===== src/rtl/dp_ram_be.sv =====
// Simple dual-port RAM, one write port and one read port on one clock.
// Byte-enabled writes, 1- or 2-cycle read latency, selectable read-during-write result.
module dp_ram_be #(
  parameter int DATA_W     = 8,
  parameter int ADDR_W     = 8,
  parameter int RD_LATENCY = 1,
  parameter int RDW_MODE   = 0
) (
  input  logic                clk,
  input  logic                rst,
  input  logic                wr_en,
  input  logic [ADDR_W-1:0]   wr_addr,
  input  logic [DATA_W/8-1:0] wr_be,
  input  logic [DATA_W-1:0]   wr_data,
  input  logic                rd_en,
  input  logic [ADDR_W-1:0]   rd_addr,
  output logic [DATA_W-1:0]   rd_data,
  output logic                rd_valid,
  output logic                rd_collision
);

  localparam int unsigned NB    = DATA_W / 8;
  localparam int unsigned DEPTH = 1 << ADDR_W;

  if (RD_LATENCY != 1 && RD_LATENCY != 2) begin : g_bad_latency
    $error("dp_ram_be: RD_LATENCY must be 1 or 2");
  end
  if (DATA_W % 8 != 0 || DATA_W < 8) begin : g_bad_width
    $error("dp_ram_be: DATA_W must be a non-zero multiple of 8");
  end
  if (RDW_MODE != 0 && RDW_MODE != 1) begin : g_bad_rdw
    $error("dp_ram_be: RDW_MODE must be 0 or 1");
  end

  logic [DATA_W-1:0] mem [DEPTH];
  logic [DATA_W-1:0] be_mask;
  logic [DATA_W-1:0] rd_word;
  logic              collide;

  logic              s1_valid;
  logic              s1_coll;
  logic [DATA_W-1:0] s1_data;

  for (genvar b = 0; b < int'(NB); b++) begin : g_mask
    assign be_mask[8*b +: 8] = {8{wr_be[b]}};
  end

  always_ff @(posedge clk) begin
    if (!rst && wr_en) begin
      for (int unsigned i = 0; i < NB; i++) begin
        if (wr_be[i]) mem[wr_addr][8*i +: 8] <= wr_data[8*i +: 8];
      end
    end
  end

  // Write-first bypass merges only the enabled bytes over the stored word.
  always_comb begin
    collide = wr_en && rd_en && (wr_addr == rd_addr);
    rd_word = mem[rd_addr];
    if (RDW_MODE == 1 && collide) begin
      rd_word = (mem[rd_addr] & ~be_mask) | (wr_data & be_mask);
    end
  end

  // Fetch stage: data register only loads on an accepted read, so it doubles
  // as the holding output register when the latency is one.
  always_ff @(posedge clk) begin
    if (rst) begin
      s1_valid <= 1'b0;
      s1_coll  <= 1'b0;
      s1_data  <= '0;
    end else begin
      s1_valid <= rd_en;
      s1_coll  <= collide;
      if (rd_en) s1_data <= rd_word;
    end
  end

  if (RD_LATENCY == 2) begin : g_lat2
    logic              out_valid;
    logic              out_coll;
    logic [DATA_W-1:0] out_data;

    always_ff @(posedge clk) begin
      if (rst) begin
        out_valid <= 1'b0;
        out_coll  <= 1'b0;
        out_data  <= '0;
      end else begin
        out_valid <= s1_valid;
        out_coll  <= s1_valid && s1_coll;
        if (s1_valid) out_data <= s1_data;
      end
    end

    assign rd_data      = out_data;
    assign rd_valid     = out_valid;
    assign rd_collision = out_coll;
  end else begin : g_lat1
    assign rd_data      = s1_data;
    assign rd_valid     = s1_valid;
    assign rd_collision = s1_coll;
  end

endmodule


===== config.mk =====
export PLATFORM = sky130hd
export DESIGN_NAME = dp_ram_be
export DESIGN_NICKNAME = d
export VERILOG_FILES = /design/src/rtl/dp_ram_be.sv
export SDC_FILE = /design/constraint.sdc
export NUM_CORES = 2
export LEC_CHECK = 0
export BUFFER_PORTS_ARGS = -buffer_cell sky130_fd_sc_hd__buf_2
export CAP_MARGIN = 20
export CORE_ASPECT_RATIO = 0.5
export CORE_MARGIN = 1
export CORE_UTILIZATION = 55
export DETAILED_ROUTE_END_ITERATION = 7
export GPL_TIMING_DRIVEN = 1
export PLACE_DENSITY = 0.73
export REMOVE_ABC_BUFFERS = 1
export SLEW_MARGIN = 15
export SYNTH_ARGS = -nofsm -noshare
export SYNTH_HDL_FRONTEND = slang
export SYNTH_SLANG_ARGS = --single-unit

===== constraint.sdc =====
create_clock -name clk -period 2.6 [get_ports clk]
set_input_delay 0.13 -clock clk [delete_from_list [all_inputs] [get_ports clk]]
set_output_delay 0.13 -clock clk [all_outputs]
set_load 0.05 [all_outputs]

==> results.yml <==
outcome:
  status: "finished with violations"
  violations: "negative setup slack"
floorplan:
  chipWidth_um: 541
  initial_core_util_pct: 55.7
  pin_count: 39
  die_area_mm2: 0.147
  num_rows: 98
  die_y_um: 272
  core-area_mm2: 0.144
placement:
  hpwl_um: 136000
  portBuffers: 38
  routabilityCongestion: 0.894
synthesis:
  syn-instance-count: 3874
  ys_async_sr_fraction_pct: 0
  synth_edf_count: 2048
  netlist_area_mm2: 0.0800
  yosys-top-cells-area: "edfxtp_1, mux4_2, mux2i_1, nor2_1, a22oi_1"
  syn_area_per_cell_um2: 20.6
  synth_top_area_cell: "edfxtp_1"
  synth-seq-cells: 2058
  synth-main-ff-cell: "edfxtp_1"
  yosysWarningCount: 0
  yosysSeqAreaShare_pct: 77.1
  synth_top_area_share_pct: 76.9
  ys_types: 58
timing:
  skew_ns: 0.0361
  rsz0062_at_grt: "yes"
  drv_slew: 0
  fin_crit_sh_pct: 100
  setup_violations: 1
  holdWs_ns: 0.0312
  tightest_slew_ns: 1.03
  slew-limit-headroom_pct: 31.0
  setup_ws_ns: -0.00879
  hold_viol: 0
  max_freq_mhz: 383
  layout_min_cycle_time_ns: 2.61
cts:
  insertion_delay_ns: 0.81
  cts_sinks: 2058
  clock_path_buffers: 3
  cts_made_buffers: 172
  cts_setup_buffers: 0
  cts_root_buffer: "clkbuf_16"
  cts_tree: "done"
  path_clk_slew_ns: 0.07
  cts_max_level: 4
worst_setup_path:
  slowest_delay_ns: 0.53
  critPathRequiredTime_ns: 3.30
  path_common_cell: "mux4_2"
  cp_top_family: "multiplexers"
  endpoint_kind: "flop"
  r2r_slack_ns: -0.009
  r2r-start: "mem[223][6]$_DFFE_PP_"
  cp_max_fo: 1
  path_buf_inv: 1
  crit_slowest_cell: "mux4_2"
  critPathLaunchType: "flop"
  critical_path_class: "reg2reg"
  worstPathCellList: "mux4_2, mux4_2, a22o_1, a311oi_4, buf_6, nor4_4, a221o_1"
  reg2reg_depth: 7
  worstPathArrival_ns: 3.31
  rr_endpoint: "rd_data[6]$_SDFFE_PP0P_"
pwr:
  finalPower_mw: 66.3
  p_leak_nw: 30.4
  power_density_mw_per_mm2: 712
  ir_drop_mv: 0.817
detailed_routing:
  num_vias: 43200
  post-route-drc-count: 0
  finalWirelength_um: 209000
  vias_per_cell: 6.52
  routedWlPerCell_um: 31.5
  drtPass1Iterations: 8
  ant_nets: 0
  drt_iter0_drc: 6679
min_path:
  hold_path_class: "in2reg"
  hp-start: "wr_data[3]"
  worstHoldPathCells: 1
  hold_end: "mem[247][3]$_DFFE_PP_"
final_layout:
  fillerInstances: 9050
  synthToLayoutAreaGrowth_pct: 16.4
  drive_gt1_share_pct: 30.0
  layout.nets: 4552
global_route:
  grt_pass1_wl_um: 301000
  track_usage_pct: 28.8
  grt_pass1_vias: 42800
  overflow: 0
  antenna_found_initial: 8
  grt_max_degree: 112
run:
  cap_violations: 0
[logic make-up (layout without fill, tap and decap cells)]
logic type / after synthesis / count (layout) / share of synthesized area [%]
flip-flops: 2058 / 2058 / 77.1
XOR/XNOR: 8 / 8 / 0.0876
multiplexers: 642 / 642 / 15.0
other: 0 / 4 / 0
buffers and inverters: 246 / 1040 / 1.66
AND/OR/NAND/NOR: 567 / 567 / 3.06
AO/OA/AOI/OAI: 353 / 353 / 3.08
[Yosys cell counts, types with 8 or more instances]
cell type  instances
buf_2             34
nand4_1           24
o22ai_1           58
and2_1             9
o221ai_1          39
mux2i_1          193
nand2b_1           8
xnor2_1            8
buf_1             19
a31oi_1           27
buf_6             28
a21oi_1           46
a211oi_1          13
mux4_2           437
nor3_1            15
nand3_1           58
nand2_1          105
a22oi_1           63
dfxtp_1           10
nor2_1           303
and3_1             8
o21ai_0           38
clkbuf_1         124
nor2b_1           17
a221oi_1          13
buf_4             35
edfxtp_1        2048
[worst max-delay path by stage]
| stage | startpoint | end | slack [ns] | cells past startpoint |
|---|---|---|---|---|
| global route | mem[223][6]$_DFFE_PP_ | rd_data[6]$_SDFFE_PP0P_ | -0.07 | 7 |
| detailed placement | rd_addr[1] | rd_data[4]$_SDFFE_PP0P_ | -0.83 | 9 |
| global placement | rd_addr[1] | rd_data[4]$_SDFFE_PP0P_ | -0.89 | 9 |
| finish | mem[223][6]$_DFFE_PP_ | rd_data[6]$_SDFFE_PP0P_ | -0.009 | 7 |
| floorplan | rd_addr[4] | rd_data[6]$_SDFFE_PP0P_ | -0.29 | 5 |
| CTS | mem[223][6]$_DFFE_PP_ | rd_data[6]$_SDFFE_PP0P_ | 0.006 | 7 |
[layout make-up]
| class | count | area [um^2] | share of cell area (%) |
|---|---|---|---|
| sequential | 2058 | 61700 | 66.3 |
| multi-input combinational | 1570 | 17100 | 18.3 |
| timing repair buffer | 716 | 6270 | 6.73 |
| clock buffer | 227 | 4680 | 5.02 |
| tap | 1950 | 2440 | 2.62 |
| clock inverter | 92 | 933 | 1.00 |
| inverter | 5 | 21.3 | 0.0228 |
| antenna | 4 | 10.0 | 0.0107 |
[report_power, final]
group | switching, mW | internal [mW]
combinational | 2.38 | 1.47
sequential | 0.0393 | 36.5
clock | 11.7 | 14.2
[worst register-to-register path: stages, from the launching register on]
cell	delay, ns
edfxtp_1	0.38
mux4_2	0.49
mux4_2	0.53
a22o_1	0.27
a311oi_4	0.39
buf_6	0.18
nor4_4	0.04
a221o_1	0.25
[flip-flops by register name (all words and copies together), names as in the netlist]
name / count
rd_valid: 1
rd_data: 8
rd_collision: 1
mem: 2048
[placed cells by master (no fill, tap or decap), types with 10 or more instances in the layout]
cell and instances:
edfxtp_1 2048, buf_4 590, mux4_2 440, nor2_1 302, mux2i_1 193, clkbuf_16 176, nand2_1 105, buf_12 66
a22oi_1 63, nand3_1 58, o22ai_1 56, a21oi_1 45, clkbuf_1 43, o221ai_1 39, o21ai_0 38, clkinv_1 36
a31oi_1 26, clkinv_2 26, buf_2 26, nand4_1 24, dlygate4sd3_1 21, clkbuf_8 16, nor2b_1 15, nor3_1 15
bufinv_16 15, a211oi_1 13, a221oi_1 12, dfxtp_1 10
[per-layer routing]
metal,track usage (%),wire [um]
met5,0,62
met4,9.50,6970
met3,7.93,28200
met2,43.2,95800
met1,41.3,77700
[through the flow]
stage	setup slack, ns	std cells	TNS (ns)	utilization (%)	area [um^2]
4_1_cts	0.00635	6616	0	64.8	93000
6_report	-0.00879	6622	-0.00879	64.9	93100
2_1_floorplan	-0.291	3633	-1.11	-	78700
3_3_place_gp	-0.889	6277	-3.84	60.7	87200
3_5_place_dp	-0.828	6277	-3.99	60.7	87200
5_1_grt	-0.0697	6618	-0.0994	64.8	93100
[repair_timing]
action | in CTS | in global routing
pin swaps | 1 | 6
hold buffers | 20 | 1
endpoints found under the hold margin | 292 | 1
setup endpoints to repair | 4 | 3
resized for setup | 9 | 12
(Power assumes the default switching activity.)
